### config.mk
export PLATFORM = sky130hd
export DESIGN_NAME = vga_timing_ctrl
export DESIGN_NICKNAME = d
export VERILOG_FILES = /design/src/rtl/vga_timing_ctrl.sv
export SDC_FILE = /design/constraint.sdc
export NUM_CORES = 1
export LEC_CHECK = 0
export ABC_AREA = 1
export BUFFER_PORTS_ARGS = -buffer_cell sky130_fd_sc_hd__buf_2
export CAP_MARGIN = 25
export CORE_MARGIN = 2
export CORE_UTILIZATION = 55
export CTS_CLUSTER_SIZE = 12
export DETAILED_ROUTE_END_ITERATION = 12
export PLACE_DENSITY = 0.79
export SYNTH_ARGS = -nofsm -noshare
export SYNTH_HDL_FRONTEND = slang
export SYNTH_SLANG_ARGS = --single-unit
### constraint.sdc
create_clock -name clk -period 3.64 [get_ports clk]
set_input_delay 0.182 -clock clk [delete_from_list [all_inputs] [get_ports clk]]
set_output_delay 0.182 -clock clk [all_outputs]
set_load 0.02 [all_outputs]
### src/rtl/vga_timing_ctrl.sv
// VGA scan sequencer: pixel-enable divider, h/v counters, frame-aligned start/stop
// and a per-frame update handshake. Optional macro VGA_TIMING_FRAME_CNT_EN adds frame_cnt.
module vga_timing_ctrl #(
  parameter int unsigned CLK_DIV = 4,
  parameter int unsigned HD      = 640,
  parameter int unsigned HF      = 16,
  parameter int unsigned HB      = 48,
  parameter int unsigned HR      = 96,
  parameter int unsigned VD      = 480,
  parameter int unsigned VF      = 10,
  parameter int unsigned VB      = 33,
  parameter int unsigned VR      = 2
) (
  input  logic       clk,
  input  logic       reset_n,
  input  logic       enable,
  input  logic       update_ack,
  input  logic       overrun_clr,
  output logic [9:0] h_count,
  output logic [9:0] v_count,
  output logic       pix_tick,
  output logic       line_start,
  output logic       frame_start,
  output logic       running,
  output logic       update_req,
  output logic       overrun
`ifdef VGA_TIMING_FRAME_CNT_EN
  ,
  output logic [15:0] frame_cnt
`endif
);

  localparam int unsigned H_TOTAL = HD + HF + HB + HR;
  localparam int unsigned V_TOTAL = VD + VF + VB + VR;
  localparam int unsigned CNT_W   = 10;
  localparam int unsigned DIV_W   = (CLK_DIV > 2) ? $clog2(CLK_DIV) : 1;

  localparam logic [1:0] ST_IDLE = 2'd0;
  localparam logic [1:0] ST_RUN  = 2'd1;
  localparam logic [1:0] ST_STOP = 2'd2;

  logic [1:0]       state_q, state_d;
  logic [DIV_W-1:0] div_q, div_d;
  logic [CNT_W-1:0] h_q, h_d;
  logic [CNT_W-1:0] v_q, v_d;
  logic             req_q, req_d;
  logic             ovr_q, ovr_d;

  logic running_c, tick_c, h_last_c, v_last_c, frame_wrap_c, vblank_c, ovr_set_c;

  // Scan position decode from registered state only
  assign running_c    = (state_q == ST_RUN) || (state_q == ST_STOP);
  assign tick_c       = running_c && (div_q == DIV_W'(CLK_DIV - 1));
  assign h_last_c     = (h_q == CNT_W'(H_TOTAL - 1));
  assign v_last_c     = (v_q == CNT_W'(V_TOTAL - 1));
  assign frame_wrap_c = tick_c && h_last_c && v_last_c;
  assign vblank_c     = tick_c && h_last_c && (v_q == CNT_W'(VD - 1));
  assign ovr_set_c    = vblank_c && req_q && !update_ack;

  assign h_count     = h_q;
  assign v_count     = v_q;
  assign pix_tick    = tick_c;
  assign line_start  = tick_c && (h_q == '0);
  assign frame_start = tick_c && (h_q == '0) && (v_q == '0);
  assign running     = running_c;
  assign update_req  = req_q;
  assign overrun     = ovr_q;

  // State register
  always_ff @(posedge clk or negedge reset_n) begin
    if (!reset_n) begin
      state_q <= ST_IDLE;
    end else begin
      state_q <= state_d;
    end
  end

  // Next-state: stopping only takes effect on the last pixel of a frame
  always_comb begin
    state_d = state_q;
    case (state_q)
      ST_IDLE: begin
        if (enable) state_d = ST_RUN;
      end
      ST_RUN: begin
        if (!enable) state_d = ST_STOP;
      end
      ST_STOP: begin
        if (enable) begin
          state_d = ST_RUN;
        end else if (frame_wrap_c) begin
          state_d = ST_IDLE;
        end
      end
      default: state_d = ST_IDLE;
    endcase
  end

  // Divider and scan counters
  always_comb begin
    div_d = div_q;
    h_d   = h_q;
    v_d   = v_q;
    if (!running_c) begin
      div_d = '0;
      h_d   = '0;
      v_d   = '0;
    end else if (tick_c) begin
      div_d = '0;
      if (h_last_c) begin
        h_d = '0;
        v_d = v_last_c ? '0 : (v_q + CNT_W'(1));
      end else begin
        h_d = h_q + CNT_W'(1);
      end
    end else begin
      div_d = div_q + DIV_W'(1);
    end
  end

  // Update request: a new vblank re-arms the request even if acked in the same clk
  always_comb begin
    req_d = req_q;
    ovr_d = ovr_q;
    if (vblank_c) begin
      req_d = 1'b1;
    end else if (update_ack) begin
      req_d = 1'b0;
    end
    if (ovr_set_c) begin
      ovr_d = 1'b1;
    end else if (overrun_clr) begin
      ovr_d = 1'b0;
    end
  end

  always_ff @(posedge clk or negedge reset_n) begin
    if (!reset_n) begin
      div_q <= '0;
      h_q   <= '0;
      v_q   <= '0;
      req_q <= 1'b0;
      ovr_q <= 1'b0;
    end else begin
      div_q <= div_d;
      h_q   <= h_d;
      v_q   <= v_d;
      req_q <= req_d;
      ovr_q <= ovr_d;
    end
  end

`ifdef VGA_TIMING_FRAME_CNT_EN
  logic [15:0] fcnt_q, fcnt_d;

  // Free-running frame counter for animation timing, wraps naturally
  always_comb begin
    fcnt_d = fcnt_q;
    if (frame_start) fcnt_d = fcnt_q + 16'd1;
  end

  always_ff @(posedge clk or negedge reset_n) begin
    if (!reset_n) begin
      fcnt_q <= '0;
    end else begin
      fcnt_q <= fcnt_d;
    end
  end

  assign frame_cnt = fcnt_q;
`endif

endmodule

### Yosys cells after proc, flatten, opt, wreduce, memory -nomap -nowiden

Cells that the tools add are included.

* muxes and demuxes: 18
* add/subtract/negate cells: 3
* eq/ne operators: 11
* reduce and logical (&&, ||, !) cells: 17

Operators by type and width (count)
* 2-to-1 mux 10 bit: 7
* adder 10 x 1 -> 10 bit (second input constant): 2
* == test 10 bit (second input constant): 2
* logical NOT 10 bit: 2
* 2-to-1 mux 2 bit: 6
* == test 10 x 9 -> 1 bit (second input constant): 1
* logical AND 1 bit: 8
* case mux 2 bit (3 select lines): 1
* == test 2 bit (second input constant): 2
* 2-to-1 mux 1 bit: 4
* inequality test 2 x 1 -> 1 bit (second input constant): 2
* inequality test 2 bit (second input constant): 2
* nonzero test 2 bit: 2
* inequality test 3 bit (second input constant): 1
* AND reduction 3 bit: 1
* adder 2 x 1 -> 2 bit (second input constant): 1
* == test 2 x 1 -> 1 bit (second input constant): 1
* logical NOT 2 bit: 1
* AND reduction 2 bit: 1
* logical NOT 1 bit: 1
* logical OR 1 bit: 1

* register bits after elaboration: 26
* output and inout port bits: 26

### Logic depth before layout (Yosys ltp)

Gate-level depths: netlist (run 1).

* depth in word-level cells: 8
* mapped depth: 11
* gate-level depth less buffers: 11

### Worst setup path after synthesis (run 1)

No wires, ideal clock.

* path kind: register to output
* start: reg state_q[0]
* end: out frame_start
* cell stages (with the launch flop): 8
* arrival: 1889 ps
* required time: 3458 ps
* slack: 1569 ps
* cells stage by stage: dfrtp_1 -> inv_1 -> ha_1 -> clkbuf_8 -> nand2_1 -> nor3_1 -> nand3_1 -> nor3_1

* longest elaborated chain between the ends: 5

Ends and longest elaborated chain
* start, declared: line 42 `logic [1:0] state_q, state_d;`
* start signal, assigned: line 74 `state_q <= state_d;`
* == test 2 x 1 -> 1 bit or == test 2 bit (tied branches): line 52 `assign running_c = (state_q == ST_RUN) || (state_q == ST_STOP);`
* logical OR 1 bit *: line 52
* net running: line 24 `output logic running,`
* logical AND 1 bit *: line 53 `assign tick_c = running_c && (div_q == DIV_W'(CLK_DIV - 1));`
* logical AND 1 bit * (2 in a row): line 64 `assign frame_start = tick_c && (h_q == '0) && (v_q == '0);`
* end, declared: line 23 `output logic frame_start,`

The timed path passes the listed nets; every way through them passes the cells marked *.

### Worst setup path after layout (run 1)

* start: reg state_q[0]
* end: out frame_start

* longest elaborated chain between the ends: 5

Ends and longest elaborated chain (line)
* == test 2 x 1 -> 1 bit or == test 2 bit (tied branches): 52
* logical OR 1 bit *: 52
* logical AND 1 bit *: 53
* logical AND 1 bit * (2 in a row): 64

Every way passes the cells marked *; elsewhere a longest branch is shown, timed or not.

==> reports/qor.yml, run 1 <==
run_status:
  status: "finished, violations left"
  violations: "DRC"
synthesis:
  ys_seq_area_share_pct: 39.7
  yosysWarnings: 0
  ys.flop_type: "dfrtp_1"
  synthCells: 209
  synth_nets: 224
  async_flop_share_pct: 100
  ys_ff_latch: 26
  syn_area_per_cell_sq_um: 7.85
  syn_area_sq_um: 1640
  yosys-top-cells-area: "dfrtp_1 (40%), nand2_1 (8.5%), ha_1 (7.6%), nand3_1 (7.6%), inv_1 (6.2%)"
  yosysTopAreaCell: "dfrtp_1"
  synth_top_area_share_pct: 39.7
  synth_edf_count: 0
  synth_cell_types: 30
sta:
  rsz0062_at_grt: "no"
  finalCritPeriodShare_pct: 65.7
  max_freq_mhz: 418
  maxSlewViolCount: 0
  slew-limit-headroom_pct: 60.4
  setup_violations: 0
  fin_tns_setup_ps: 0
  min_period_ps: 2390
  finClkSkew_ps: 4.14
  worst_pin_slew_ps: 594
  hold_violations: 0
route:
  first_pass_iters: 8
  routed_wl_mm: 3.23
  drtAntennaViolNets: 0
  drt_iter0_markers: 70
  avgRoutedWirePerCell_microns: 11.9
  drcViolationCount: 4
  route.vias.total: 1454
  via_per_inst: 5.37
clock_tree:
  root_buffer: "clkbuf_4"
  cts_tree: "built"
  clkLatencyLatePin_ps: 320
  cts_made_buffers: 3
  h-tree-depth: 1
  cts.repair.resized: 0
  cts_sinks: 26
  cts.clk_slew.worst_paths_ps: 140
  clockBufferDepth: 2
placed_design:
  routabilityCongestion: 0.878
  postPlaceCellArea_sq_um: 1800
  hpwl_mm: 2.43
  portBuffers: 30
critical_path:
  arrival_ps: 2210
  required_ps: 3460
  path_class: "flop to primary output"
  end_kind: "primary output"
  worstRegToRegCells: 9
  ff2ff_setup_slack_ps: 1700
  startpoint_type: "flop"
  crit_fanout: 11
power_and_ir_drop:
  power_uw: 777
  swShare_pct: 42.9
  leakagePower_nw: 0.976
  cellPowerDensity_nw_per_um2: 425
  irDropWorstVdd_mv: 0.410
  pwr-share-clk_pct: 15.8
  pwr-share-comb_pct: 41.5
  intPower_uw: 444
  pwr-share-seq_pct: 42.6
  switchingPower_uw: 333
global_route:
  grt_pass1_vias: 1226
  grt_max_degree: 27
  grt_usage_pct: 20.3
  overflow: 0
  grt_pass1_wl_mm: 5.38
  antenna_found_initial: 0
final_layout:
  layout-drive-gt1-share_pct: 20.0
  layout_common_cells: "nand2_1 (37), buf_2 (30), inv_1 (27), nor2_1 (27), dfrtp_1 (26)"
  antennaDiodeCount: 0
  final_nets: 257
  final_common_cell: "nand2_1"
  final_area_sq_um: 1830
  syn2layout_area_growth_pct: 11.4
floorplanning:
  pin_count: 31
  row_count: 19
  die_h_microns: 58.6
  dieArea_sq_um: 3440
  start_util_pct: 58.5
  chipWidth_microns: 58.6
  coreArea_sq_um: 2810
hold_path:
  min_delay_path_depth: 2
  hold_path.class: "input pin to flop"
flow_run:
  cap_violations: 0
sequential cells by signal, summed over array words and instances, names as in the netlist:
register	cells
div_q	2
h_count	10
v_count	10
state_q	2
update_req	1
overrun	1
layer usage:
metal,GRT usage [%],routed length (microns),vias up
li1,-,-,735
met1,28.5,1560,678
met2,33.2,1510,37
met3,2.64,131,4
met4,5.84,33,0
met5,0,0,-
repair_timing:
| action | in CTS | in global routing |
|---|---|---|
| hold endpoints to repair | 26 | 0 |
| hold buffers | 1 | 0 |
| buffers inserted | 0 | 0 |
per-stage QoR:
step | std cells | setup slack (ps) | utilization [%] | hold WS (ps)
after floorplan | 209 | 1570 | - | -114
after global placement | 267 | 1630 | 64.0 | 222
after detailed placement | 267 | 1610 | 64.0 | 225
after CTS | 271 | 1240 | 65.2 | 51.0
after global routing | 271 | 1040 | 65.2 | 61.7
final | 271 | 1250 | 65.2 | 58.3
worst paths after layout:
path	start	endpoint
worst max-delay path	state_q[0]$_DFFE_PN0P_	frame_start
worst min-delay path	update_ack	update_req$_DFFE_PN0P_
worst max register to register	state_q[0]$_DFFE_PN0P_	h_count[9]$_DFFE_PN0P_
worst min register to register	div_q[0]$_DFF_PN0_	div_q[0]$_DFF_PN0_
max in group asynchronous	reset_n	v_count[7]$_DFFE_PN0P_
min in group asynchronous	reset_n	update_req$_DFFE_PN0P_
final cells by class:
cell class | instances | area, sq um
clock buffers | 3 | 22.5
inverters | 30 | 113
well taps | 31 | 38.8
fillers | 247 | 977
multi-input cells | 150 | 843
flip-flops and latches | 26 | 651
repair buffers | 31 | 160
power by group through the flow:
stage	clock network, mW	registers [mW]	logic (mW)
final	0.123	0.331	0.323
after detailed placement	0	0.337	0.323
after floorplan	0	0.339	0.290
after global routing	0.138	0.336	0.357
after global placement	0	0.336	0.321
after CTS	0.126	0.331	0.325
critical path, cell delays in order, from the launching register on:
cell	delay [ps]
dfrtp_1	440
inv_1	80
ha_1	520
nand2_1	190
nor3_1	170
nand3_1	130
nor3_1	160
buf_2	190
cell usage after synthesis (all sizes together) (3+ instances only):
library cell / number
nor3b: 3
o21ai: 10
nor3: 5
ha: 10
nand4: 4
dfrtp: 26
inv: 30
nand3: 26
a21oi: 3
nand2: 41
o22ai: 3
xor2: 7
nor2: 32
logic make-up after synthesis:
group	Yosys count	share of synthesized area (%)
and+or+nand+nor	115	33.9
buffers and inverters	33	8.92
DFF	26	39.7
AOI/OAI and AO/OA	17	5.57
adders and majority gates	10	7.63
xor gates and xnor gates	7	3.74
muxes	1	0.610
Power figures use the tool's default switching activity.
==> run 2: changes to the inputs <==
==> constraint.sdc (replaced) <==
create_clock -name clk -period 2.5 [get_ports clk]
set_input_delay 0.125 -clock clk [delete_from_list [all_inputs] [get_ports clk]]
set_output_delay 0.125 -clock clk [all_outputs]
set_load 0.02 [all_outputs]
==> run 2 against run 1 <==
The flow still finishes with violations (DRC); register-to-register slack worse by 1000 ps; die area is the same; sequential cell count is the same; combinational power grew 49%; non-clock buffer count rose by 1; worst setup slack worse by 1000 ps; critical path depth is the same; largest cell class unchanged; largest power group unchanged; highest routed layer unchanged.
==> reports/qor.yml, run 2 (synthesized netlist as in run 1, its figures left out) <==
run_status:
  status: "finished, violations left"
  violations: "DRC"
hold_path:
  min_delay_path_depth: 4
  hold_path.class: "input pin to flop"
  hold_start: "overrun_clr"
  hold_path_end: "overrun$_DFFE_PN0P_"
global_route:
  antenna_found_initial: 0
  grt_pass1_wl_mm: 5.40
  grt_max_degree: 27
  overflow: 0
  grt_pass1_vias: 1239
  grt_usage_pct: 20.6
clock_tree:
  clkLatencyLatePin_ps: 320
  cts_made_buffers: 3
  h-tree-depth: 1
  root_buffer: "clkbuf_4"
  cts_setup_buffers: 0
  cts_tree: "built"
  clockBufferDepth: 2
  cts.clk_slew.worst_paths_ps: 140
  cts_sinks: 26
critical_path:
  path_class: "flop to primary output"
  required_ps: 2380
  crit_fanout: 11
  end_kind: "primary output"
  startpoint_type: "flop"
  ff2ff_setup_slack_ps: 660
  worstRegToRegCells: 9
  r2r-start: "state_q[1]$_DFFE_PN0P_"
  r2r-end: "h_count[9]$_DFFE_PN0P_"
  arrival_ps: 2120
floorplanning:
  start_util_pct: 58.5
  pin_count: 31
  coreArea_sq_um: 2810
  row_count: 19
  dieArea_sq_um: 3440
  die_h_microns: 58.6
  chipWidth_microns: 58.6
power_and_ir_drop:
  irDropWorstVdd_mv: 0.576
  cellPowerDensity_nw_per_um2: 620
  leakagePower_nw: 0.979
placed_design:
  portBuffers: 30
  hpwl_mm: 2.43
  postPlaceCellArea_sq_um: 1800
  routabilityCongestion: 0.881
final_layout:
  antennaDiodeCount: 0
  final_common_cell: "nand2_1"
  layout_common_cells: "nand2_1 (37), buf_2 (30), inv_1 (27), nor2_1 (27), dfrtp_1 (26)"
  syn2layout_area_growth_pct: 12.2
  layout-drive-gt1-share_pct: 20.3
  fillers: 259
  final_area_sq_um: 1840
  final_util_pct: 65.6
  final_nets: 258
route:
  drtAntennaViolNets: 0
  routed_wl_mm: 3.28
  route.vias.total: 1456
  avgRoutedWirePerCell_microns: 12.0
  drt_iter0_markers: 85
  first_pass_iters: 8
  via_per_inst: 5.35
  drcViolationCount: 4
sta:
  hold_violations: 0
  fin_tns_setup_ps: 0
  setup_violations: 0
  maxSlewViolCount: 0
  rsz0062_at_grt: "no"
  slew-limit-headroom_pct: 60.5
  finalCritPeriodShare_pct: 89.8
  max_freq_mhz: 445
  finClkSkew_ps: 5.53
  min_period_ps: 2240
  worst_pin_slew_ps: 593
flow_run:
  cap_violations: 0
-- run 2: cell types whose count changed in the layout (fill, tap and decap cells not counted), sizes merged --
cell,delta
dlygate4sd3,+1
-- run 2: worst max path at each step --
stage,startpoint,slack (ps),depth (start not counted),end
CTS,state_q[0]$_DFFE_PN0P_,120,7,frame_start
finish,state_q[1]$_DFFE_PN0P_,260,7,frame_start
detailed placement,state_q[1]$_DFFE_PN0P_,500,7,frame_start
global route,state_q[0]$_DFFE_PN0P_,30,7,frame_start
global placement,state_q[0]$_DFFE_PN0P_,550,7,frame_start
floorplan,state_q[0]$_DFFE_PN0P_,490,7,frame_start
-- run 2: layout make-up --
type                    count  area (sq um)  area share (%)
multi-input cells         150           846            46.0
flip-flops and latches     26           651            35.4
repair buffers             32           170            9.25
inverters                  30           113            6.12
well taps                  31          38.8            2.11
clock buffers               3          22.5            1.22
-- run 2: power by group --
| group | switching, mW | total, mW | leakage, nW | internal, mW |
|---|---|---|---|---|
| Sequential | 0.0280 | 0.482 | 0.358 | 0.454 |
| Clock | 0.121 | 0.178 | 0.0138 | 0.0565 |
| Combinational | 0.338 | 0.482 | 0.607 | 0.144 |
-- run 2: metrics by stage --
| stage | setup slack (ps) | total power, mW | cells | hold WS, ps |
|---|---|---|---|---|
| final | 255 | 1.14 | 272 | 28.1 |
| after global placement | 554 | 0.958 | 267 | 168 |
| after global routing | 26.0 | 1.24 | 272 | 24.5 |
| after CTS | 118 | 1.15 | 272 | 12.5 |
| after floorplan | 486 | 0.916 | 209 | -171 |
| after detailed placement | 501 | 0.963 | 267 | 164 |
-- run 2: timing repair --
action                                  CTS  global route
hold buffers                              2             0
gates resized for setup                   0             1
endpoints found under the setup margin    0             1
endpoints found under the hold margin    27             0
-- run 2: routing by layer --
layer	global-route usage (%)	wire, microns	vias up
li1	-	-	738
met1	28.3	1570	664
met2	33.2	1490	48
met3	2.64	177	6
met4	7.79	41	0
met5	0	0	-
-- run 2: worst max-delay path, cell delays in order, from the launching register on --
cell and delay (ps):
dfrtp_1 420, inv_1 100, ha_2 470, nand2_1 160, nor3_1 160, nand3_1 130, nor3_1 160, buf_2 190
==> run 3: changes to the inputs <==
--- a/config.mk
+++ b/config.mk
@@ -13,6 +13,7 @@
 export CTS_CLUSTER_SIZE = 12
 export DETAILED_ROUTE_END_ITERATION = 12
 export PLACE_DENSITY = 0.79
+export REMOVE_ABC_BUFFERS = 1
 export SYNTH_ARGS = -nofsm -noshare
 export SYNTH_HDL_FRONTEND = slang
 export SYNTH_SLANG_ARGS = --single-unit
==> run 3 against run 2 <==
The flow still finishes with violations (DRC); sequential cell count unchanged; die area unchanged; non-clock buffer count unchanged; routed wire length increased by 1.6%; hold slack got worse by 21 ps; critical path type unchanged; largest power group unchanged; highest routed layer unchanged.
==> reports/qor.yml, run 3 (synthesized netlist as in run 1, its figures left out) <==
route:
  avgRoutedWirePerCell_microns: 12.2
  drtAntennaViolNets: 0
  via_per_inst: 5.30
  routed_wl_mm: 3.33
  drt_iter0_markers: 53
  first_pass_iters: 8
  drcViolationCount: 1
  route.vias.total: 1448
placed_design:
  routabilityCongestion: 0.822
  hpwl_mm: 2.51
  dp_cells: 267
  portBuffers: 30
  postPlaceCellArea_sq_um: 1800
hold_path:
  hold_path.class: "input pin to flop"
  hold_start: "overrun_clr"
  min_delay_path_depth: 4
  hold_path_end: "overrun$_DFFE_PN0P_"
critical_path:
  cp_common_cell: "nor3_1"
  crit_fanout: 11
  cpPeakStageDelay_ps: 450
  ff2ff_setup_slack_ps: 660
  r2r-start: "state_q[0]$_DFFE_PN0P_"
  arrival_ps: 2110
  required_ps: 2380
  critPathSlowestCell: "dfrtp_1"
  startpoint_type: "flop"
  worstRegToRegCells: 9
  path_class: "flop to primary output"
  r2r-end: "h_count[5]$_DFFE_PN0P_"
  crit_chain: "inv_1 -> ha_2 -> nand2_1 -> nor3_1 -> nand3_1 -> nor3_1 -> buf_2"
  end_kind: "primary output"
global_route:
  grt_pass1_wl_mm: 5.72
  grt_usage_pct: 21.8
  overflow: 0
  grt_max_degree: 27
  grt_pass1_vias: 1310
  antenna_found_initial: 0
clock_tree:
  cts_sinks: 26
  cts_setup_buffers: 0
  h-tree-depth: 1
  clockBufferDepth: 2
  cts.clk_slew.worst_paths_ps: 140
  clkLatencyLatePin_ps: 330
  cts_tree: "built"
  root_buffer: "clkbuf_4"
  cts_made_buffers: 3
sta:
  maxSlewViolCount: 0
  min_period_ps: 2240
  slew-limit-headroom_pct: 62.7
  hold_violations: 0
  setup_violations: 0
  worst_pin_slew_ps: 559
  finClkSkew_ps: 3.79
  rsz0062_at_grt: "no"
  max_freq_mhz: 446
  finalCritPeriodShare_pct: 89.6
  fin_tns_setup_ps: 0
power_and_ir_drop:
  leakagePower_nw: 0.986
  cellPowerDensity_nw_per_um2: 639
  irDropWorstVdd_mv: 0.407
floorplanning:
  die_h_microns: 58.6
  pin_count: 31
  row_count: 19
  chipWidth_microns: 58.6
  dieArea_sq_um: 3440
  start_util_pct: 58.5
  coreArea_sq_um: 2810
final_layout:
  final_nets: 258
  final_area_sq_um: 1850
  layout.cells.non_filler: 273
  final_util_pct: 66.1
  syn2layout_area_growth_pct: 13.0
  layout_common_cells: "nand2_1 (37), buf_2 (30), inv_1 (27), nor2_1 (27), dfrtp_1 (26)"
  layout-drive-gt1-share_pct: 20.7
  antennaDiodeCount: 0
  final_common_cell: "nand2_1"
flow_run:
  cap_violations: 0
run_status:
  status: "finished, violations left"
  violations: "DRC"
==> run 3: final cells by class <==
cell class	count	area, sq um
Fill cell	239	951
Multi-Input combinational cell	150	846
Sequential cell	26	651
Clock buffer	4	36.3
Timing Repair Buffer	32	170
Tap cell	31	38.8
Inverter	30	113
==> run 3: critical path: cells and delay by family, from the launching register on <==
kind,cells,cell delay [ps]
simple gates,4,580
flops,1,450
fa+ha+maj,1,450
buf+inv,2,280
==> run 3: metrics by stage <==
step	hold slack (ps)	power (mW)	setup slack, ps
after global routing	40.7	1.28	42.5
after CTS	3.55	1.19	124
after detailed placement	150	0.961	528
after global placement	152	0.951	570
after floorplan	-171	0.838	420
final	7.15	1.18	260
==> run 3: power breakdown <==
part	switching (mW)	internal, mW
logic	0.335	0.144
clock network	0.129	0.0893
registers	0.0318	0.454
total	0.497	0.688
==> run 3: how the worst max path moves through the flow <==
stage | cells after the start | slack, ps | to | startpoint
global route | 7 | 40 | frame_start | state_q[0]$_DFFE_PN0P_
global placement | 7 | 570 | frame_start | state_q[0]$_DFFE_PN0P_
finish | 7 | 260 | frame_start | state_q[0]$_DFFE_PN0P_
floorplan | 6 | 420 | frame_start | state_q[0]$_DFFE_PN0P_
detailed placement | 7 | 530 | frame_start | state_q[0]$_DFFE_PN0P_
CTS | 7 | 120 | frame_start | state_q[0]$_DFFE_PN0P_
==> run 3: repair_timing <==
item,CTS,global route
resized for setup,0,1
hold buffers,2,0
endpoints found under the setup margin,0,1
endpoints found under the hold margin,27,0
==> run 3: metal layers <==
metal	part of all wire [%]	track usage [%]	vias to the layer above	routed length, microns
met4	0.87	5.52	0	29
met3	5.7	4.84	4	189
met2	48	37.1	38	1610
li1	-	-	743	-
met5	0	0	-	0
met1	45	28.4	663	1500
